==> src/rtl/irig_pkg.sv <==
// Shared symbol codes, FSM states and millisecond thresholds for the IRIG-B symbol classifier.
package irig_pkg;

  localparam logic [2:0] SYM_MARK = 3'b100;
  localparam logic [2:0] SYM_D1   = 3'b010;
  localparam logic [2:0] SYM_D0   = 3'b001;
  localparam logic [2:0] SYM_NONE = 3'b000;

  typedef enum logic [1:0] {
    ST_WAIT_LOW = 2'd0,
    ST_IDLE     = 2'd1,
    ST_HIGH     = 2'd2,
    ST_LOW      = 2'd3
  } irig_state_e;

  // Window edges in tenths of a millisecond.
  localparam int unsigned T_MIN_TENTHS     = 10;
  localparam int unsigned T_D1_TENTHS      = 35;
  localparam int unsigned T_MARK_TENTHS    = 65;
  localparam int unsigned T_HI_MAX_TENTHS  = 90;
  localparam int unsigned T_LO_MAX_TENTHS  = 95;
  localparam int unsigned T_PER_MAX_TENTHS = 105;

  function automatic longint unsigned tenthsToCycles(input int unsigned tenths,
                                                     input int unsigned clkHz);
    return (64'(tenths) * 64'(clkHz)) / 64'd10000;
  endfunction

endpackage

==> src/rtl/irig_input_filter.sv <==
// Two-flop synchroniser followed by a run-length glitch filter on the raw IRIG-B pin.
module irig_input_filter #(
  parameter int unsigned FILT_LEN = 4
) (
  input  logic clk,
  input  logic rst_n,
  input  logic raw_i,
  output logic level_o
);

  localparam int unsigned CW = $clog2(FILT_LEN + 1);
  localparam logic [CW-1:0] RUN_LAST = CW'(FILT_LEN - 1);

  logic [1:0]    sync_q;
  logic          level_q, level_d;
  logic [CW-1:0] run_q, run_d;

  always_ff @(posedge clk or negedge rst_n) begin
    if (!rst_n) begin
      sync_q  <= 2'b11;
      level_q <= 1'b1;
      run_q   <= '0;
    end else begin
      sync_q  <= {sync_q[0], raw_i};
      level_q <= level_d;
      run_q   <= run_d;
    end
  end

  // Any sample that agrees with the current level restarts the run.
  always_comb begin
    level_d = level_q;
    run_d   = run_q;
    if (sync_q[1] == level_q) begin
      run_d = '0;
    end else if (run_q == RUN_LAST) begin
      level_d = ~level_q;
      run_d   = '0;
    end else begin
      run_d = run_q + CW'(1);
    end
  end

  assign level_o = level_q;

endmodule

==> src/rtl/irig_symbol_classifier.sv <==
// IRIG-B pulse-width classifier: filtered level to D0/D1/MARK symbol strobes, frame start and LOS.
// Optional period supervision is enabled by defining IRIG_PERIOD_CHECK_EN.
module irig_symbol_classifier
  import irig_pkg::*;
#(
  parameter int unsigned CLK_HZ   = 10000000,
  parameter int unsigned FILT_LEN = 4,
  parameter int unsigned CNT_W    = 18
) (
  input  logic       clk,
  input  logic       rst_n,
  input  logic       irigb,
  output logic       sym_valid,
  output logic [2:0] sym_code,
  output logic       sym_err,
  output logic       edge_stb,
  output logic       frame_start,
  output logic       los
);

  localparam logic [CNT_W-1:0] CNT_ONE   = CNT_W'(1);
  localparam logic [CNT_W-1:0] CNT_MAX   = '1;
  localparam logic [CNT_W-1:0] T_MIN     = CNT_W'(tenthsToCycles(T_MIN_TENTHS, CLK_HZ));
  localparam logic [CNT_W-1:0] T_D1      = CNT_W'(tenthsToCycles(T_D1_TENTHS, CLK_HZ));
  localparam logic [CNT_W-1:0] T_MARK    = CNT_W'(tenthsToCycles(T_MARK_TENTHS, CLK_HZ));
  localparam logic [CNT_W-1:0] T_HI_MAX  = CNT_W'(tenthsToCycles(T_HI_MAX_TENTHS, CLK_HZ));
  localparam logic [CNT_W-1:0] T_LO_MAX  = CNT_W'(tenthsToCycles(T_LO_MAX_TENTHS, CLK_HZ));

  function automatic logic [CNT_W-1:0] satInc(input logic [CNT_W-1:0] v);
    return (v == CNT_MAX) ? v : v + CNT_ONE;
  endfunction

  logic        f;
  logic        fPrev_q;
  logic        rise, fall;

  irig_state_e      state_q, state_d;
  logic [CNT_W-1:0] hiCnt_q, hiCnt_d;
  logic [CNT_W-1:0] loCnt_q, loCnt_d;
  logic             symValid_q, symValid_d;
  logic [2:0]       symCode_q, symCode_d;
  logic             symErr_q, symErr_d;
  logic             edgeStb_q, edgeStb_d;
  logic             frameStart_q, frameStart_d;
  logic             los_q, los_d;
  logic             prevMark_q, prevMark_d;

  logic             emit;
  logic [2:0]       emitCode;
  logic [2:0]       classCode;
  logic             periodFault;

  irig_input_filter #(
    .FILT_LEN (FILT_LEN)
  ) u_filter (
    .clk     (clk),
    .rst_n   (rst_n),
    .raw_i   (irigb),
    .level_o (f)
  );

  assign rise = f & ~fPrev_q;
  assign fall = ~f & fPrev_q;

`ifdef IRIG_PERIOD_CHECK_EN
  localparam logic [CNT_W-1:0] T_PER_MIN = T_LO_MAX;
  localparam logic [CNT_W-1:0] T_PER_MAX = CNT_W'(tenthsToCycles(T_PER_MAX_TENTHS, CLK_HZ));

  logic [CNT_W-1:0] perCnt_q, perCnt_d;
  logic             perBad_q, perBad_d;

  // A rise out of IDLE has no preceding edge to measure against, so only rises from LOW are judged.
  always_comb begin
    perCnt_d = satInc(perCnt_q);
    perBad_d = perBad_q;
    if (rise && (state_q == ST_IDLE || state_q == ST_LOW)) begin
      perCnt_d = CNT_ONE;
      perBad_d = (state_q == ST_LOW) && ((perCnt_q < T_PER_MIN) || (perCnt_q > T_PER_MAX));
    end
  end

  always_ff @(posedge clk or negedge rst_n) begin
    if (!rst_n) begin
      perCnt_q <= '0;
      perBad_q <= 1'b0;
    end else begin
      perCnt_q <= perCnt_d;
      perBad_q <= perBad_d;
    end
  end

  assign periodFault = perBad_q;
`else
  assign periodFault = 1'b0;
`endif

  always_comb begin
    classCode = SYM_NONE;
    if (hiCnt_q >= T_MIN && hiCnt_q < T_D1) begin
      classCode = SYM_D0;
    end else if (hiCnt_q >= T_D1 && hiCnt_q < T_MARK) begin
      classCode = SYM_D1;
    end else if (hiCnt_q >= T_MARK && hiCnt_q < T_HI_MAX) begin
      classCode = SYM_MARK;
    end
  end

  // Every symbol, error or not, funnels through emit so LOS and the MARK history stay consistent.
  always_comb begin
    state_d      = state_q;
    hiCnt_d      = hiCnt_q;
    loCnt_d      = loCnt_q;
    los_d        = los_q;
    prevMark_d   = prevMark_q;
    symValid_d   = 1'b0;
    symCode_d    = SYM_NONE;
    symErr_d     = 1'b0;
    edgeStb_d    = 1'b0;
    frameStart_d = 1'b0;
    emit         = 1'b0;
    emitCode     = SYM_NONE;

    case (state_q)
      ST_WAIT_LOW: begin
        if (!f) state_d = ST_IDLE;
      end
      ST_IDLE: begin
        if (rise) begin
          hiCnt_d   = CNT_ONE;
          edgeStb_d = 1'b1;
          state_d   = ST_HIGH;
        end
      end
      ST_HIGH: begin
        if (fall) begin
          emit     = 1'b1;
          emitCode = periodFault ? SYM_NONE : classCode;
          loCnt_d  = CNT_ONE;
          state_d  = ST_LOW;
        end else if (hiCnt_q >= T_HI_MAX) begin
          emit    = 1'b1;
          state_d = ST_WAIT_LOW;
        end else begin
          hiCnt_d = satInc(hiCnt_q);
        end
      end
      ST_LOW: begin
        if (rise) begin
          hiCnt_d   = CNT_ONE;
          edgeStb_d = 1'b1;
          state_d   = ST_HIGH;
        end else if (loCnt_q >= T_LO_MAX) begin
          emit    = 1'b1;
          state_d = ST_IDLE;
        end else begin
          loCnt_d = satInc(loCnt_q);
        end
      end
      default: state_d = ST_WAIT_LOW;
    endcase

    if (emit) begin
      symValid_d   = 1'b1;
      symCode_d    = emitCode;
      symErr_d     = (emitCode == SYM_NONE);
      frameStart_d = (emitCode == SYM_MARK) && prevMark_q;
      prevMark_d   = (emitCode == SYM_MARK);
      los_d        = (emitCode == SYM_NONE);
    end
  end

  always_ff @(posedge clk or negedge rst_n) begin
    if (!rst_n) begin
      state_q      <= ST_WAIT_LOW;
      fPrev_q      <= 1'b1;
      hiCnt_q      <= '0;
      loCnt_q      <= '0;
      symValid_q   <= 1'b0;
      symCode_q    <= SYM_NONE;
      symErr_q     <= 1'b0;
      edgeStb_q    <= 1'b0;
      frameStart_q <= 1'b0;
      los_q        <= 1'b1;
      prevMark_q   <= 1'b0;
    end else begin
      state_q      <= state_d;
      fPrev_q      <= f;
      hiCnt_q      <= hiCnt_d;
      loCnt_q      <= loCnt_d;
      symValid_q   <= symValid_d;
      symCode_q    <= symCode_d;
      symErr_q     <= symErr_d;
      edgeStb_q    <= edgeStb_d;
      frameStart_q <= frameStart_d;
      los_q        <= los_d;
      prevMark_q   <= prevMark_d;
    end
  end

  assign sym_valid   = symValid_q;
  assign sym_code    = symCode_q;
  assign sym_err     = symErr_q;
  assign edge_stb    = edgeStb_q;
  assign frame_start = frameStart_q;
  assign los         = los_q;

endmodule

==> config.mk <==
export PLATFORM = sky130hd
export DESIGN_NAME = irig_symbol_classifier
export DESIGN_NICKNAME = d
export VERILOG_FILES = /design/src/rtl/irig_pkg.sv /design/src/rtl/irig_input_filter.sv /design/src/rtl/irig_symbol_classifier.sv
export SDC_FILE = /design/constraint.sdc
export NUM_CORES = 1
export LEC_CHECK = 0
export CAP_MARGIN = 20
export CORE_MARGIN = 2
export CORE_UTILIZATION = 35
export CTS_BUF_LIST = sky130_fd_sc_hd__clkbuf_8 sky130_fd_sc_hd__clkbuf_16
export DETAILED_ROUTE_END_ITERATION = 12
export PLACE_DENSITY = 0.53
export SLEW_MARGIN = 20
export SYNTH_ARGS = -nofsm -noshare
export SYNTH_HDL_FRONTEND = slang
export SYNTH_SLANG_ARGS = --single-unit
==> constraint.sdc <==
create_clock -name clk -period 3.1 [get_ports clk]
set_input_delay 0.62 -clock clk [delete_from_list [all_inputs] [get_ports clk]]
set_output_delay 0.62 -clock clk [all_outputs]
set_load 0.03 [all_outputs]
Yosys cells after proc, flatten, opt, wreduce, memory -nomap -nowiden. Cells that the tools add are included.

Add/sub/neg operators: 3. Order comparisons: 8. Equality and inequality tests: 20. Muxes and demuxes: 35. Bitwise logic cells: 5. Reduce and logical (&&, ||, !) cells: 13.

Operators with widths (count): $mux W18 (8); $pmux W18 S2 (2); $add A18 B1 Y18 const B (2); $eq A18 B18 Y1 const B (2); $ge A18 B16 Y1 const B (2); $ge A18 B17 Y1 const B (2); $lt A18 B16 Y1 const B (2); $mux W3 (8); $ge A18 B14 Y1 const B (1); $lt A18 B17 Y1 const B (1); $ne A2 B2 Y1 const B (9); $mux W2 (6); $reduce_and A5 Y1 (2); $mux W1 (9); $pmux W2 S4 (1); $ne A3 B3 Y1 const B (2); $eq A2 B2 Y1 const B (2); $logic_and A1 B1 Y1 (4); $reduce_and A4 Y1 (1); $reduce_bool A2 Y1 (2); $add A3 B1 Y3 const B (1); $eq A3 B2 Y1 const B (1); $eq A3 B3 Y1 const B (1); $logic_not A3 Y1 (1); 9 further kinds (12).

Flip-flop bits (word level): 54. Input bits: 3. Output and inout port bits: 8. Word-level logic and storage cells: 98.

Longest topological paths before layout. Gate-level depths: netlist (run 1).

Depth in word-level cells: 10. Mapped depth: 8. Mapped depth without buffers: 6.

Cells and area by module. A second synthesis (run 1) with hierarchy kept.

Cells, all modules: 281. Area, all modules: 2856.5 um^2.

Modules (own cells, without submodules): irig_symbol_classifier (times used 1, cells an instance 268, area an instance 2636.3 um^2, seq. area each 1203.7 um^2); irig_input_filter (times used 1, cells an instance 13, area an instance 220.2 um^2, seq. area each 153.9 um^2).

Worst setup path after synthesis (run 1). OpenSTA, ideal clock, no wires.

Path type: reg2reg. From: reg state_q[0]. To: reg loCnt_q[11]. Setup time: 0.078 ns. Arrival: 1.985 ns. Data required time: 3.022 ns. Path slack: 1.037 ns. Stages on the path, launching flop included: 8. Path buffers: 2. Clock period less this slack: 2.063 ns. Cells stage by stage: dfrtp_1 > clkbuf_1 > nor3b_1 > a31oi_1 > a2111o_1 > buf_6 > or4_1 > a21oi_1.

Cells in the longest elaborated chain, start to end: 3. Elaborated cells between the ends (all ways): 9. Classes of those cells: eq/ne: 6; mux: 1; reduce/logical: 2.

Ends and longest elaborated chain: start: declaration (line irig_symbol_classifier.sv:37) `irig_state_e state_q, state_d;`; start signal: assignment (line irig_symbol_classifier.sv:186) `state_q <= state_d;`; $eq A2 B2 Y1 (line irig_symbol_classifier.sv:123) `case (state_q)`; $ne A2 B2 Y1 (no source line) or $reduce_bool A2 Y1 (tied branches); $reduce_and A5 Y1 (no source line); end signal: assignment (line irig_symbol_classifier.sv:189) `loCnt_q <= loCnt_d;`; end: declaration (line irig_symbol_classifier.sv:39) `logic [CNT_W-1:0] loCnt_q, loCnt_d;`.

Several ways; a longest one is shown, not always the timed one. A chain may end at the register's enable or synchronous reset.

Final worst setup path (run 1).
From: reg fPrev_q. To: reg loCnt_q[6].

Cells in the longest elaborated chain, start to end: 4. Elaborated cells between the ends (all ways): 6. Classes of those cells: eq/ne: 2; bitwise: 3; reduce/logical: 1.

Ends and longest elaborated chain: start: declaration (line irig_symbol_classifier.sv:34) `logic fPrev_q;`; start signal: assignment (line irig_symbol_classifier.sv:175) `fPrev_q <= 1'b1;`; start signal: assignment (line irig_symbol_classifier.sv:187) `fPrev_q <= f;`; $not A1 Y1 (line irig_symbol_classifier.sv:62) `assign rise = f & ~fPrev_q;`; $and A1 B1 Y1 (line irig_symbol_classifier.sv:62); $ne A2 B2 Y1 (no source line); $reduce_and A5 Y1 (no source line) *.

Mark *: on every way between the ends. The rest lies on a longest branch, timed or not.

==> qor.yml, run 1 <==
outcome: "finished clean"
synth_most_common_cell: "dfrtp_1"
cts_tree: "done"
synth_edf_count: 0
max_stage_delay_ns: 0.67
r2r_end: "loCnt_q[6]"
root_buffer: "clkbuf_8"
place_ws_ns: 0.768
placed_area_sq_um: 3040
synth_seq_cells: 54
cp-end-kind: "register"
vias: 2262
synth_cell_types: 48
r2r_start: "fPrev_q"
antenna_found_initial: 0
hpwl_um: 4000
wirelength_um: 5860
path_clk_slew_ns: 0.10
cts_buffer_depth: 2
hold_path_class: "primary input to asynchronous set/reset pin"
drcViolationCount: 0
cts-htree-levels: 2
start_kind: "register"
rows: 32
postCtsResizedCells: 0
cp_slowest_cell: "a2111o_1"
routedWlPerCell_um: 14.1
drtAntennaViolNets: 0
fin_crit_ns: 2.39
worstPathCellList: "nor3b_1, a31oi_1, a2111o_1, or4_1, a21oi_1"
slew_headroom_pct: 58.7
start_util_pct: 36.6
final_area_sq_um: 3140
ys_warn_count: 0
required_ns: 3.34
synth_area_sq_um: 2860
irDropWorstVdd_mv: 0.235
fin_nets: 321
synthTopCellsByArea: "dfrtp_1 (43%), a21oi_1 (4.9%), dfstp_2 (4.6%)"
drt_iter0_markers: 103
synth_top_cells_by_count: "dfrtp_1 (49), a21oi_1 (28), nand2_1 (24), o21ai_0 (19), inv_1 (18)"
worstMarginPinSlew_ns: 0.620
power.density_nw_per_um2: 598
setup_slack_ns: 0.710
fin_skew_ns: 0.00792
synthCells: 308
synth_top_area_cell: "dfrtp_1"
clk_latency_ns: 0.31
yosysSeqAreaShare_pct: 47.5
antenna_cells: 0
setup_viol: 0
rsz0062_at_grt: "no"
die_y_um: 94.3
fmax_mhz: 418
cap_violations: 0
syn_to_final_growth_pct: 9.86
dr.pass1.iters: 4
avgViaCountPerCell: 5.44
ys_async_sr_fraction_pct: 100
r2r_setup_slack_ns: 0.71
place_congestion: 0.770
finalCritPeriodShare_pct: 77.1
grt_overflow: 0
synth_nets: 316
ys.flop_type: "dfrtp_1"
worstSetupPathType: "register to register"
grt_usage_pct: 14.9
clock_sinks: 54
io_buffers: 10
ff2ff_path_depth: 5
tns_ns: 0
die_area_sq_um: 8900
grt_max_degree: 30
synth_top_area_share_pct: 42.9
n_fill_cell: 789
fp.dieW_um: 94.3
arrival_ns: 2.63
hold_viol_final: 0
cts-buffers-inserted: 5
avgSynthCellArea_sq_um: 9.27
grt_pass1_vias: 2238
final_util_pct: 40.2
io_pins: 11
power.leakage_nw: 1.24
ctsHoldBuffers: 0
final_layout_size_suffix_gt1_share_pct: 7.64
critPathMaxFanout: 21
post_cts_buffers: 0
core-area_sq_um: 7810
grt_pass1_wl_um: 10700
drv_slew: 0
[area by class of cell]
cell class / instances / area [sq um] / share of cell area (%)
sequential: 54 / 1360 / 43.3
multi-input combinational: 219 / 1360 / 43.3
timing repair buffer: 15 / 133 / 4.23
tap: 102 / 128 / 4.07
clock buffer: 6 / 82.6 / 2.63
inverter: 18 / 67.6 / 2.15
clock inverter: 2 / 12.5 / 0.399
[how the worst max path moves through the flow]
stage | start | endpoint | slack (ns) | cells past startpoint
3_5_place_dp | fPrev_q | loCnt_q[6] | 0.77 | 5
6_report | fPrev_q | loCnt_q[6] | 0.71 | 5
5_1_grt | fPrev_q | loCnt_q[13] | 0.47 | 5
3_3_place_gp | fPrev_q | loCnt_q[7] | 0.81 | 5
2_1_floorplan | state_q[0] | loCnt_q[11] | 1.04 | 7
4_1_cts | fPrev_q | loCnt_q[6] | 0.73 | 5
[registers in the layout (all words and copies together), names as in the netlist]
register	flops
edge_stb	1
hiCnt_q	18
fPrev_q	1
los	1
state_q	2
sym_err	1
sym_code	3
u_filter.level_o	1
frame_start	1
u_filter.run_q	3
u_filter.sync_q	2
prevMark_q	1
sym_valid	1
loCnt_q	18
[placed cells by master (no fill, tap or decap), drive strengths merged, types with 6 or more instances in the layout]
cell type and instances:
nor2 13, a21oi 28, or3 10, buf 6
nand4 10, dfrtp 49, nand3 12, nand2 24
clkdlybuf4s50 9, inv 18, or4 13, nor2b 6
o21ai 19, nand2b 6, clkbuf 6, nor3 10
o31ai 14
[cells by family after synthesis]
family / synth area share [%]
and+or+nand+nor: 24.4
DFF: 47.5
buffers and inverters: 4.95
muxes: 1.80
AOI/OAI and AO/OA: 18.6
xor gates and xnor gates: 0.613
adders and majority gates: 2.19
[worst max-delay path, delay by kind of cell (launching register included)]
family / cells / cell delay, ns
flops: 1 / 0.59
simple gates: 2 / 0.79
compound gates: 3 / 0.93
[per-stage QoR]
stage          cells  hold slack, ns  power (mW)
2_1_floorplan    308           0.324        1.32
3_5_place_dp     408           0.350        1.48
4_1_cts          416           0.331        1.90
3_3_place_gp     408           0.347        1.47
6_report         416           0.309        1.88
5_1_grt          416           0.347        2.03
[per-layer routing]
layer  global-route usage (%)  vias up  share of wire (%)
met3                     2.71        7                1.9
met5                        0        -                  0
met2                     23.2       20                 43
met4                     4.71        0                1.4
li1                         -     1149                  -
met1                     21.1     1086                 53
[report_power, final]
part	leakage (nW)	total, mW	switching (mW)	internal, mW
registers	0.717	0.927	0.113	0.815
logic	0.476	0.536	0.334	0.201
clock network	0.0472	0.413	0.233	0.180
total	1.24	1.88	0.680	1.20
No activity file was read; power rests on OpenSTA's default activity.
==> run 2, diff against run 1 <==
==> constraint.sdc (replaced) <==
create_clock -name clk -period 2.3 [get_ports clk]
set_input_delay 0.46 -clock clk [delete_from_list [all_inputs] [get_ports clk]]
set_output_delay 0.46 -clock clk [all_outputs]
set_load 0.03 [all_outputs]
==> run 2 against run 1 <==
  * Global-route usage shrank 0.76 points
  * Sequential power grew 33%
  * Combinational power grew 45%
  * Critical path depth grew 1
  * Register-to-register slack lost 0.56 ns
  * Largest power group unchanged
==> qor.yml, run 2 (synthesis results as in run 1) <==
outcome: "finished clean"
rsz0062_at_grt: "no"
grt_pass1_vias: 2101  # -6.1%
die_y_um: 94.3  # unchanged
p_sw_mw: 0.915  # +35%
start_util_pct: 36.6  # unchanged
grt_max_degree: 32  # +6.7%
pwr-share-comb_pct: 30.4  # +1.9 points
hold_viol_final: 0  # unchanged
hpwl_um: 4180  # +4.4%
setup_viol: 0  # unchanged
grt_pass1_wl_um: 9990  # -6.5%
total_power_mw: 2.56  # +37%
ctsHoldBuffers: 0  # unchanged
grt_usage_pct: 14.1  # -0.76 points
finalCritPeriodShare_pct: 93.5  # +16 points
avgViaCountPerCell: 5.42  # -0.34%
rows: 32  # unchanged
critPathMaxFanout: 21  # unchanged
drt_iter0_markers: 58  # -44%
worstSetupPathType: "register to register"
dr.pass1.iters: 4  # unchanged
antenna_cells: 0  # unchanged
fmax_mhz: 465  # +11%
pwr-share-clk_pct: 21.7  # -0.3 points
slew_headroom_pct: 61.9  # +3.2 points
postCtsResizedCells: 0  # unchanged
fin_nets: 332  # +3.4%
start_kind: "register"
post_cts_buffers: 0  # unchanged
cts-htree-levels: 2  # unchanged
final_layout_size_suffix_gt1_share_pct: 11.4  # +3.7 points
fin_crit_ns: 2.15  # -0.239 ns
routedWlPerCell_um: 13.5  # -4.1%
p_seq_share_pct: 48.0  # -1.4 points
internal_power_mw: 1.65  # +38%
tns_ns: 0  # unchanged
path_clk_slew_ns: 0.10  # about the same
fp.dieW_um: 94.3  # unchanged
irDropWorstVdd_mv: 0.327  # +39%
drcViolationCount: 0  # unchanged
cts-buffers-inserted: 5  # unchanged
root_buffer: "clkbuf_8"
required_ns: 2.54  # -0.80 ns
fin_skew_ns: 0.00543  # -0.00249 ns
final_util_pct: 41.6  # +1.4 points
antenna_found_initial: 0  # unchanged
io_buffers: 10  # unchanged
arrival_ns: 2.39  # -0.24 ns
worstMarginPinSlew_ns: 0.572  # -0.0480 ns
wirelength_um: 5770  # -1.6%
power.leakage_nw: 1.30  # +5.1%
place_congestion: 0.759  # -1.4%
cts_tree: "done"
reg_top3: "hiCnt_q: 18 flops, loCnt_q: 18 flops"
grt_overflow: 0  # unchanged
cts_buffer_depth: 2  # unchanged
io_pins: 11  # unchanged
hold_path_class: "primary input to asynchronous set/reset pin"
core-area_sq_um: 7810  # unchanged
cap_violations: 0  # unchanged
clk_latency_ns: 0.30  # about the same
power.density_nw_per_um2: 790  # +32%
holdWs_ns: 0.134  # -0.175 ns
cp-end-kind: "register"
vias: 2314  # +2.3%
syn_to_final_growth_pct: 13.6
drv_slew: 0  # unchanged
final_common_cell: "dfrtp_1"
layout_common_cells: "dfrtp_1 (49), a21oi_1 (27), nand2_1 (24)"
clock_sinks: 54  # unchanged
drtAntennaViolNets: 0  # unchanged
switching_share_pct: 35.7  # -0.55 points
die_area_sq_um: 8900  # unchanged
-- run 2: cell types whose count changed in the layout (fill, tap and decap cells not counted), sizes merged --
cell  before  now
buf        6   17
-- run 2: worst paths after layout --
check,from,to,slack [ns],cells past startpoint
max,fPrev_q,loCnt_q[11],0.15,6
min,rst_n,edge_stb,0.13,1
max reg2reg,fPrev_q,loCnt_q[11],0.15,6
min reg2reg,u_filter.sync_q[0],u_filter.sync_q[1],0.36,0
max in group asynchronous,rst_n,los,1.54,2
min in group clk,u_filter.sync_q[0],u_filter.sync_q[1],0.36,0
-- run 2: worst max-delay path: stages (launching register included) --
cell	delay (ns)
dfstp_2	0.58
nand2b_1	0.14
a31oi_1	0.13
a2111o_1	0.42
buf_6	0.17
or4_1	0.50
a21oi_1	0.16
-- run 2: per-stage QoR --
stage | setup WS, ns | std cells | area [sq um]
floorplan | 0.237 | 308 | 2860
global placement | 0.150 | 419 | 3140
detailed placement | 0.127 | 419 | 3140
CTS | 0.0847 | 427 | 3230
global route | 0.0191 | 427 | 3250
finish | 0.148 | 427 | 3250
-- run 2: power by group through the flow --
stage | Clock [mW] | Combinational, mW | Sequential [mW]
after floorplan | 0 | 0.532 | 1.25
after global placement | 0 | 0.772 | 1.24
after detailed placement | 0 | 0.784 | 1.25
after CTS | 0.583 | 0.788 | 1.23
after global routing | 0.628 | 0.879 | 1.25
final | 0.555 | 0.778 | 1.23
-- run 2: layout make-up --
cell class / count / area [sq um]
Fill cell: 792 / 4560
Tap cell: 102 / 128
Timing Repair Buffer: 26 / 231
Clock inverter: 2 / 12.5
Clock buffer: 6 / 82.6
Sequential cell: 54 / 1360
Multi-Input combinational cell: 219 / 1370
Inverter: 18 / 67.6
-- run 2: per-layer routing --
layer  part of all wire, %  vias up  global-route usage, %
met1                    52     1114                   20.6
li1                      -     1167                      -
met4                   1.1        0                   4.35
met3                   2.5        4                   2.63
met2                    45       29                   21.4
met5                     0        -                      0
==> run 3, diff against run 2 <==
--- a/config.mk
+++ b/config.mk
@@ -10,7 +10,7 @@
 export CORE_UTILIZATION = 35
 export CTS_BUF_LIST = sky130_fd_sc_hd__clkbuf_8 sky130_fd_sc_hd__clkbuf_16
 export DETAILED_ROUTE_END_ITERATION = 12
-export PLACE_DENSITY = 0.53
+export PLACE_DENSITY = 0.55
 export SLEW_MARGIN = 20
 export SYNTH_ARGS = -nofsm -noshare
 export SYNTH_HDL_FRONTEND = slang
==> constraint.sdc (replaced) <==
create_clock -name clk -period 1.75 [get_ports clk]
set_input_delay 0.35 -clock clk [delete_from_list [all_inputs] [get_ports clk]]
set_output_delay 0.35 -clock clk [all_outputs]
set_load 0.03 [all_outputs]
==> run 3 against run 2 <==
  * Count of clock-buffer cells in the layout shrank 1
  * First-iteration DRC count grew 19%
  * The flow now finishes with violations (setup timing)
  * Via count grew 11%
  * Clock power grew 48%
  * Critical endpoint is now loCnt_q[8]
  * Largest power group is now combinational logic
==> qor.yml, run 3 (synthesis results as in run 1) <==
internal_power_mw: 2.75  # +67%
wirelength_um: 6740  # +17%
grt_usage_pct: 15.6  # +1.5 points
vias: 2578  # +11%
pwr-share-comb_pct: 42.3  # +12 points
required_ns: 1.99  # -0.55 ns
core-area_sq_um: 7810  # unchanged
cts-buffers-inserted: 5  # unchanged
antenna_cells: 0  # unchanged
die_y_um: 94.3  # unchanged
io_buffers: 10  # unchanged
drcViolationCount: 0  # unchanged
start_util_pct: 36.6  # unchanged
critPathMaxFanout: 17  # -19%
io_pins: 11  # unchanged
setup_viol: 37  # +37
irDropWorstVdd_mv: 0.563  # +72%
p_seq_share_pct: 38.2  # -9.8 points
hold_viol_final: 0  # unchanged
avgViaCountPerCell: 5.25  # -3.1%
multi_input_area_sq_um: 1660  # +21%
p_sw_mw: 1.48  # +62%
cap_violations: 0  # unchanged
slew_headroom_pct: 74.3  # +12 points
fmax_mhz: 489  # +5.2%
finalCritPeriodShare_pct: 117  # +23 points
rsz0062_at_grt: "yes"
fp.dieW_um: 94.3  # unchanged
grt_pass1_wl_um: 11100  # +11%
clock_sinks: 54  # unchanged
grt_pass1_vias: 2382  # +13%
place_congestion: 0.797  # +5.0%
final_common_cell: "buf_4"
hpwl_um: 4650  # +11%
arrival_ns: 2.29  # -0.10 ns
switching_share_pct: 35.0  # -0.67 points
worstMarginPinSlew_ns: 0.381  # -0.190 ns
cts_buffer_depth: 2  # unchanged
start_kind: "register"
fin_nets: 396  # +19%
pwr-share-clk_pct: 19.5  # -2.2 points
antenna_found_initial: 0  # unchanged
drtAntennaViolNets: 0  # unchanged
n_fill_cell: 725  # -8.5%
grt_max_degree: 42  # +31%
worstSetupPathType: "register to register"
path_clk_slew_ns: 0.09  # about the same
dr.pass1.iters: 4  # unchanged
final_util_pct: 52.2  # +11 points
rows: 32  # unchanged
drt_iter0_markers: 69  # +19%
final_layout_size_suffix_gt1_share_pct: 36.8  # +25 points
drv_slew: 0  # unchanged
die_area_sq_um: 8900  # unchanged
hold_path_class: "register to register"
clk_latency_ns: 0.30  # about the same
syn_to_final_growth_pct: 42.7
layout_common_cells: "buf_4 (70), dfrtp_1 (48), nand2_1 (23)"
outcome: "finished with violations"
cts-htree-levels: 2  # unchanged
grt_overflow: 0  # unchanged
setup_slack_ns: -0.296  # -0.445 ns
power.leakage_nw: 1.72  # +32%
root_buffer: "clkbuf_8"
cts_tree: "done"
regArea_sq_um: 1360  # about the same
cp-end-kind: "register"
violations: "setup timing"
place_ws_ns: -0.350  # -0.477 ns
fin_skew_ns: 0.00358  # -0.00185 ns
power.density_nw_per_um2: 1040  # +31%
fin_crit_ns: 2.05  # -0.105 ns
reg_top3: "hiCnt_q: 18 flops, loCnt_q: 18 flops"
routedWlPerCell_um: 13.7  # +1.5%
-- run 3: cell types whose count changed in the layout (fill, tap and decap cells not counted), moves of 10 or more --
| cell | previous run | this run |
|---|---|---|
| a21oi_1 | 27 | 17 |
| a21oi_2 | 1 | 11 |
| o21ai_0 | 19 | 8 |
| o21ai_1 | 0 | 10 |
| buf_4 | 14 | 70 |
-- run 3: critical path, cell delays in order, from the launching register on --
cell      delay (ns)
dfrtp_1         0.39
and4b_4         0.22
and3_4          0.17
a2111o_1        0.42
buf_6           0.16
or4_1           0.49
a21oi_2         0.13
-- run 3: per-layer routing --
layer  track usage (%)  up-vias  routed length (um)
li1                  -     1291                   -
met1              22.7     1263                3380
met2              24.2       18                3150
met3              2.63        6                 133
met4              3.99        0                  65
met5                 0        -                   0
-- run 3: power groups by stage --
stage / combinational [mW] / sequential, mW / clock, mW
floorplan: 0.809 / 1.64 / 0
global placement: 1.43 / 1.61 / 0
detailed placement: 1.45 / 1.61 / 0
CTS: 1.54 / 1.60 / 0.847
global route: 1.96 / 1.65 / 0.901
finish: 1.79 / 1.62 / 0.822
-- run 3: worst paths after layout --
path / from / endpoint / slack [ns] / cells after the start
max in group asynchronous: rst_n / fPrev_q / 0.68 / 3
min in group asynchronous: rst_n / edge_stb / 0.47 / 2
hold / removal: u_filter.sync_q[0] / u_filter.sync_q[1] / 0.36 / 0
setup / recovery: loCnt_q[15] / loCnt_q[8] / -0.30 / 6
hold reg to reg: u_filter.sync_q[0] / u_filter.sync_q[1] / 0.36 / 0
setup reg to reg: loCnt_q[15] / loCnt_q[8] / -0.30 / 6
-- run 3: final cells by class --
type | instances | share of cell area, %
Timing Repair Buffer | 90 | 18.6
Inverter | 18 | 1.66
Clock inverter | 3 | 0.921
Tap cell | 102 | 3.13
Sequential cell | 54 | 33.3
Multi-Input combinational cell | 219 | 40.7
Clock buffer | 5 | 1.69
-- run 3: per-stage QoR --
stage	hold WS (ns)	power, mW	std cells	TNS, ns	cell area, sq um
2_1_floorplan	0.0544	2.45	308	-5.19	2990
3_3_place_gp	0.273	3.04	473	-5.83	3650
3_5_place_dp	0.279	3.06	473	-6.59	3650
4_1_cts	0.362	3.98	489	-5.84	3880
5_1_grt	0.370	4.51	491	-8.28	4080
6_report	0.362	4.23	491	-5.57	4080
-- run 3: timing repair --
item	CTS	global route
endpoints found under the hold margin	13	0
buffers inserted	7	3
gates resized for setup	25	36
hold buffers	1	0
pin swaps	10	16
setup endpoints to repair	40	41
cloned	0	0
